$ cat config.mk
export PLATFORM = sky130hd
export DESIGN_NAME = dat_rx_flat
export DESIGN_NICKNAME = d
export VERILOG_FILES = /design/src/rtl/dat_rx_if.sv /design/src/rtl/dat_rx.sv /design/src/flat_wrapper.sv
export SDC_FILE = /design/constraint.sdc
export NUM_CORES = 1
export LEC_CHECK = 0
export BUFFER_PORTS_ARGS = -buffer_cell sky130_fd_sc_hd__buf_2
export CAP_MARGIN = 30
export CELL_PAD_IN_SITES_DETAIL_PLACEMENT = 0
export CELL_PAD_IN_SITES_GLOBAL_PLACEMENT = 1
export CORE_ASPECT_RATIO = 1.1
export CORE_UTILIZATION = 45
export CTS_CLUSTER_SIZE = 24
export DETAILED_ROUTE_END_ITERATION = 8
export PLACE_DENSITY = 0.77
export SLEW_MARGIN = 20
export SYNTH_ARGS = -nofsm -noshare
export SYNTH_HDL_FRONTEND = slang
export SYNTH_SLANG_ARGS = --single-unit
export TNS_END_PERCENT = 1
$ cat constraint.sdc
create_clock -name clk -period 5.1 [get_ports clk]
set_input_delay 0 -clock clk [delete_from_list [all_inputs] [get_ports clk]]
set_output_delay 0 -clock clk [all_outputs]
set_load 0.02 [all_outputs]
$ cat src/rtl/dat_rx_if.sv
// dat_rx_if: handshake/status bundle between the SD read-data receiver and its host side.
// Port summary: master drives start, block_size, block_count, card_in, fifo_full;
//   slave (the receiver) drives data_out, push, busy, done and the four sticky error flags.
interface dat_rx_if #(
  parameter int BLKSZ_W  = 12,
  parameter int BLKCNT_W = 16
);
  logic                start;
  logic [BLKSZ_W-1:0]  block_size;
  logic [BLKCNT_W-1:0] block_count;
  logic [3:0]          card_in;
  logic                fifo_full;
  logic [31:0]         data_out;
  logic                push;
  logic                busy;
  logic                done;
  logic                crc_err;
  logic                end_err;
  logic                timeout_err;
  logic                ovf_err;

  modport master (
    output start, block_size, block_count, card_in, fifo_full,
    input  data_out, push, busy, done, crc_err, end_err, timeout_err, ovf_err
  );

  modport slave (
    input  start, block_size, block_count, card_in, fifo_full,
    output data_out, push, busy, done, crc_err, end_err, timeout_err, ovf_err
  );
endinterface

$ cat src/rtl/dat_rx.sv
// dat_rx: SD host DAT[3:0] read receiver; finds start bits, packs nibbles into 32-bit words, checks per-line CRC16 and end bit, counts blocks.
// Latency: push 1 cycle after a word's 8th nibble is sampled; done 1 cycle after the last END sample or the timeout.
// Backpressure: none toward the card; a word meeting fifo_full is dropped and ovf_err is set, reception continues.
// Ports: clk, reset (async active-low); bus (dat_rx_if.slave): start/block_size/block_count/card_in/fifo_full in,
//   data_out/push/busy/done/crc_err/end_err/timeout_err/ovf_err out.
module dat_rx #(
  parameter int BLKSZ_W  = 12,
  parameter int BLKCNT_W = 16,
  parameter int TIMEOUT  = 1024
) (
  input  logic    clk,
  input  logic    reset,
  dat_rx_if.slave bus
);
  localparam int NIB_W = BLKSZ_W + 1;
  localparam int TMO_W = $clog2(TIMEOUT + 1);

  typedef enum logic [2:0] {S_IDLE, S_WAIT_START, S_DATA, S_CRC, S_END, S_DONE} state_t;

  state_t              state, state_nxt;
  // Block length is kept in bytes: words per block is bsz_q/4, so the nibble count per block is simply 2*bsz_q.
  logic [BLKSZ_W-1:0]  bsz_q;
  logic [BLKCNT_W-1:0] blocks_left;
  // Nibble index within the block while in DATA, reused as the bit index while in CRC.
  logic [NIB_W-1:0]    nib_cnt;
  logic [TMO_W-1:0]    tmo_cnt;
  logic [27:0]         shifter;
  logic [31:0]         data_q;
  logic                push_pend;
  logic [3:0][15:0]    crc;
  logic                crc_err_q, end_err_q, tmo_err_q, ovf_err_q;

  logic                start_bit, tmo_hit, last_nib, word_done, crc_last, end_bad, more_blocks;
  logic [3:0]          crc_bad;

  assign start_bit   = (bus.card_in == 4'b0000);
  assign tmo_hit     = (tmo_cnt == TMO_W'(TIMEOUT - 1));
  assign last_nib    = ((nib_cnt + NIB_W'(1)) == {bsz_q, 1'b0});
  assign word_done   = (nib_cnt[2:0] == 3'd7);
  assign crc_last    = (nib_cnt[3:0] == 4'd15);
  assign end_bad     = (bus.card_in != 4'b1111);
  assign more_blocks = (blocks_left != BLKCNT_W'(1));
  // Each line's received CRC bit is compared with the MSB of its running CRC, which is shifted out one bit per cycle.
  assign crc_bad     = bus.card_in ^ {crc[3][15], crc[2][15], crc[1][15], crc[0][15]};

  function automatic logic [15:0] crc_step(input logic [15:0] c, input logic b);
    logic fb;
    fb = c[15] ^ b;
    return {c[14:0], 1'b0} ^ (fb ? 16'h1021 : 16'h0000);
  endfunction

  always_ff @(posedge clk or negedge reset) begin
    if (!reset) state <= S_IDLE;
    else        state <= state_nxt;
  end

  always_comb begin
    state_nxt = state;
    unique case (state)
      S_IDLE:       if (bus.start) state_nxt = S_WAIT_START;
      S_WAIT_START: begin
        if (start_bit)    state_nxt = S_DATA;
        else if (tmo_hit) state_nxt = S_DONE;
      end
      S_DATA:       if (last_nib) state_nxt = S_CRC;
      S_CRC:        if (crc_last) state_nxt = S_END;
      // crc_err_q already holds the result of the last CRC bit here.
      S_END:        state_nxt = (more_blocks && !end_bad && !crc_err_q) ? S_WAIT_START : S_DONE;
      S_DONE:       state_nxt = S_IDLE;
      default:      state_nxt = S_IDLE;
    endcase
  end

  always_ff @(posedge clk or negedge reset) begin
    if (!reset) begin
      bsz_q       <= '0;
      blocks_left <= '0;
      nib_cnt     <= '0;
      tmo_cnt     <= '0;
      shifter     <= '0;
      data_q      <= '0;
      push_pend   <= 1'b0;
      crc         <= '0;
      crc_err_q   <= 1'b0;
      end_err_q   <= 1'b0;
      tmo_err_q   <= 1'b0;
      ovf_err_q   <= 1'b0;
    end else begin
      push_pend <= 1'b0;
      if (push_pend && bus.fifo_full) ovf_err_q <= 1'b1;
      case (state)
        S_IDLE: begin
          if (bus.start) begin
            bsz_q       <= bus.block_size;
            blocks_left <= (bus.block_count == '0) ? BLKCNT_W'(1) : bus.block_count;
            tmo_cnt     <= '0;
            crc_err_q   <= 1'b0;
            end_err_q   <= 1'b0;
            tmo_err_q   <= 1'b0;
            ovf_err_q   <= 1'b0;
          end
        end
        S_WAIT_START: begin
          nib_cnt <= '0;
          crc     <= '0;
          tmo_cnt <= tmo_cnt + TMO_W'(1);
          if (!start_bit && tmo_hit) tmo_err_q <= 1'b1;
        end
        S_DATA: begin
          shifter <= {shifter[23:0], bus.card_in};
          nib_cnt <= last_nib ? '0 : nib_cnt + NIB_W'(1);
          for (int i = 0; i < 4; i++) crc[i] <= crc_step(crc[i], bus.card_in[i]);
          if (word_done) begin
            data_q    <= {shifter, bus.card_in};
            push_pend <= 1'b1;
          end
        end
        S_CRC: begin
          nib_cnt <= nib_cnt + NIB_W'(1);
          for (int i = 0; i < 4; i++) crc[i] <= {crc[i][14:0], 1'b0};
          if (|crc_bad) crc_err_q <= 1'b1;
        end
        S_END: begin
          blocks_left <= blocks_left - BLKCNT_W'(1);
          tmo_cnt     <= '0;
          if (end_bad) end_err_q <= 1'b1;
        end
        default: ;
      endcase
    end
  end

  // Push is gated combinationally so a word that meets a full FIFO is never written.
  assign bus.data_out    = data_q;
  assign bus.push        = push_pend & ~bus.fifo_full;
  assign bus.busy        = (state != S_IDLE) && (state != S_DONE);
  assign bus.done        = (state == S_DONE);
  assign bus.crc_err     = crc_err_q;
  assign bus.end_err     = end_err_q;
  assign bus.timeout_err = tmo_err_q;
  assign bus.ovf_err     = ovf_err_q;
endmodule
$ cat src/flat_wrapper.sv
// flat-port wrapper written by rule: the top's interface ports become plain ports
module dat_rx_flat 
#(
  parameter int BLKSZ_W  = 12,
  parameter int BLKCNT_W = 16,
  parameter int TIMEOUT  = 1024
)
  (clk, reset, bus_start, bus_block_size, bus_block_count, bus_card_in, bus_fifo_full, bus_data_out, bus_push, bus_busy, bus_done, bus_crc_err, bus_end_err, bus_timeout_err, bus_ovf_err);
  dat_rx_if #(.BLKSZ_W(BLKSZ_W), .BLKCNT_W(BLKCNT_W)) bus_i ();
  input  logic clk;
  input  logic reset;
  input wire logic [$bits(bus_i.start)-1:0] bus_start;
  input wire logic [$bits(bus_i.block_size)-1:0] bus_block_size;
  input wire logic [$bits(bus_i.block_count)-1:0] bus_block_count;
  input wire logic [$bits(bus_i.card_in)-1:0] bus_card_in;
  input wire logic [$bits(bus_i.fifo_full)-1:0] bus_fifo_full;
  output wire logic [$bits(bus_i.data_out)-1:0] bus_data_out;
  output wire logic [$bits(bus_i.push)-1:0] bus_push;
  output wire logic [$bits(bus_i.busy)-1:0] bus_busy;
  output wire logic [$bits(bus_i.done)-1:0] bus_done;
  output wire logic [$bits(bus_i.crc_err)-1:0] bus_crc_err;
  output wire logic [$bits(bus_i.end_err)-1:0] bus_end_err;
  output wire logic [$bits(bus_i.timeout_err)-1:0] bus_timeout_err;
  output wire logic [$bits(bus_i.ovf_err)-1:0] bus_ovf_err;
  assign bus_i.start = bus_start;
  assign bus_i.block_size = bus_block_size;
  assign bus_i.block_count = bus_block_count;
  assign bus_i.card_in = bus_card_in;
  assign bus_i.fifo_full = bus_fifo_full;
  assign bus_data_out = bus_i.data_out;
  assign bus_push = bus_i.push;
  assign bus_busy = bus_i.busy;
  assign bus_done = bus_i.done;
  assign bus_crc_err = bus_i.crc_err;
  assign bus_end_err = bus_i.end_err;
  assign bus_timeout_err = bus_i.timeout_err;
  assign bus_ovf_err = bus_i.ovf_err;
  dat_rx #(.BLKSZ_W(BLKSZ_W), .BLKCNT_W(BLKCNT_W), .TIMEOUT(TIMEOUT)) u_core (.clk(clk), .reset(reset), .bus(bus_i));
endmodule
==> results.toml <==
[grt]
grt_pass1_vias = 6197
grt_use_total = 0.216
overflow = 0
grt_max_degree = 72
antenna_found_initial = 0
grt_pass1_wl_um = 31100

[yosys]
yosys.area_share.adder = 0.00777
synth_mux_area_frac = 0.0462
synth_top_family_by_area = "simple AND/OR/NAND/NOR gates"
yosysSeqAreaShare = 0.572
yosys.cell_types.count = 53
syn_inst = 775
async_flop_share = 1.00
ys_ff_latch = 184
synth-xor-area-share = 0.0305
synth_compound_area_frac = 0.147
syn_area_um2 = 8050
synth_ff_type = "dfrtp_1"
synth_warnings = 0
synth-simple-area-share = 0.166
synth-edff-count = 0
syn_nets = 816
postSynthAreaPerCell_um2 = 10.4

[sta]
setup-violations-final = 0
drv_slew = 0
holdWs_ps = 65.5
finalSetupTns_ps = 0
tightest_slew_ps = 889
max_slew_margin = 0.408
post-route-period-util = 0.597
clock.fmax_ghz = 0.329
finalHoldViolCount = 0
period_needed_ps = 3040
skew_ps = 8.64
rsz0062_at_grt = "false"

[critical_path]
crit_path_end_kind = "flop"
start_kind = "flop"
arrival_ps = 3340
required_ps = 5400
crit_fanout = 33
criticalPathCategory = "flop to flop"

[cts]
cts_inserted_buffers = 17
root_buffer = "clkbuf_16"
clk_latency_ps = 420
cts_tree = "built"
cts.htree.levels = 4
clkTransAtPathRegs_ps = 60
cts_resized = 0
ctsHoldBuffers = 34
cts_sinks = 184
post_cts_buffers = 0
clockBufferDepth = 2

[min_path]
hold_path_class = "primary input to async pin"

[drt]
detail_route.wl_per_cell_um = 16.6
first_pass_iters = 5
wl_um = 18400
initialDrtViolationCount = 429
via_per_inst = 5.58
drc = 0
via_count = 6190
antenna_left = 0

[final_layout]
diodes = 0
layout_commonest_cell = "dfrtp_1"
layout_common_cells = "dfrtp_1, nand2_1, buf_2"
drive_gt1_frac = 0.174
area_delta_synth_final_pct = 18.5
nets = 903

[pwr]
switching_share = 0.341
power.switching_mw = 1.43
clockPowerShare = 0.296
seq_power_share = 0.466
p_per_area_nw_per_um2 = 438
power_frac_comb = 0.238
max-vdd-ir-drop_mv = 0.259
power_leakage_nw = 4.57
internal_power_mw = 2.75

[run_status]
status = "complete, no violations"

[floorplan]
io_pins = 75
rows = 50
core_um2 = 17300
die_h_um = 142
die_area_um2 = 18400
dieWidth_um = 130
initial_core_util = 0.466

[job]
max_cap_viol_count = 0

[placement]
globalplace.congestion = 0.864
dpl.hpwl_um = 12000
port-buffer-count = 74
## state kept, by name, summed over array words and instances, names as in the netlist
name and flops:
u_core.bsz_q 12, u_core.shifter 28, u_core.bus.ovf_err 1, u_core.tmo_cnt 11
u_core.nib_cnt 13, u_core.bus.data_out 32, u_core.push_pend 1, u_core.bus.timeout_err 1
u_core.blocks_left 16, u_core.crc 64, u_core.state 3, u_core.bus.crc_err 1
u_core.bus.end_err 1
## cell usage after synthesis (6+ instances only)
cell type	instances	area share
nand4_1	8	0.0062
nand3_1	19	0.012
clkbuf_1	41	0.019
a21oi_1	29	0.018
nor2_1	46	0.021
inv_1	9	0.0042
buf_2	6	0.0037
nor4_1	9	0.0070
a22oi_1	9	0.0084
xor2_1	9	0.0098
nand2_1	164	0.076
or4_1	6	0.0056
mux2_2	29	0.041
xnor2_1	19	0.021
o21ai_0	29	0.018
dfrtp_1	184	0.57
a22o_1	55	0.060
nor3_1	25	0.016
## logic make-up after synthesis
group | after synthesis
compound gates | 164
simple gates | 301
mux | 33
fa+ha+maj | 5
buf+inv | 60
xor+xnor | 28
flops | 184
## final timing paths
path / slack (ps) / end / cells past startpoint / start
setup / recovery: 2060 / u_core.bus.data_out[22]$_DFFE_PN0P_ / 6 / u_core.state[2]$_DFFE_PN0P_
hold / removal: 70 / u_core.tmo_cnt[9]$_DFFE_PN0P_ / 2 / reset
max in group asynchronous: 3830 / u_core.shifter[12]$_DFFE_PN0P_ / 3 / reset
min in group clk: 150 / u_core.state[0]$_DFFE_PN0P_ / 5 / bus_start
setup reg to reg: 2060 / u_core.bus.data_out[22]$_DFFE_PN0P_ / 6 / u_core.state[2]$_DFFE_PN0P_
hold reg to reg: 480 / u_core.bus.data_out[29]$_DFFE_PN0P_ / 1 / u_core.bus.data_out[29]$_DFFE_PN0P_
## power by group through the flow
stage	Combinational, mW	Clock (mW)	Sequential [mW]
floorplan	0.754	0	1.86
global placement	0.917	0	1.96
detailed placement	0.976	0	1.97
CTS	0.998	1.27	1.95
global route	1.12	1.33	1.98
finish	0.995	1.24	1.95
## layout make-up
type | instances | area, um2
multi-input cells | 531 | 3210
inverters | 9 | 33.8
clock buffers | 21 | 460
well taps | 234 | 293
clock inverters | 11 | 100
repair buffers | 119 | 830
fillers | 1491 | 7730
flip-flops and latches | 184 | 4600
## per-layer routing
metal	vias to the layer above	global-route usage	routed length (um)
li1	2917	-	-
met1	3069	0.295	8540
met2	177	0.338	8710
met3	27	0.0474	757
met4	0	0.0771	364
met5	-	0	0
## critical path, stage by stage, from the launching register on
cell and delay [ps]:
dfrtp_1 690, nand2b_1 700, nor2_2 220, buf_4 330
and2_1 190, buf_4 380, mux2_2 390
## metrics by stage
step           power, mW   util  setup slack (ps)  cell area [um2]  std cells
3_5_place_dp        2.94  0.498              2050             8600       1041
4_1_cts             4.22  0.550              2040             9500       1107
2_1_floorplan       2.61      -              2590             8050        775
3_3_place_gp        2.88  0.497              2120             8580       1040
6_report            4.18  0.552              2060             9530       1109
5_1_grt             4.44  0.552              1780             9530       1109
No activity file was read; power rests on OpenSTA's default activity.
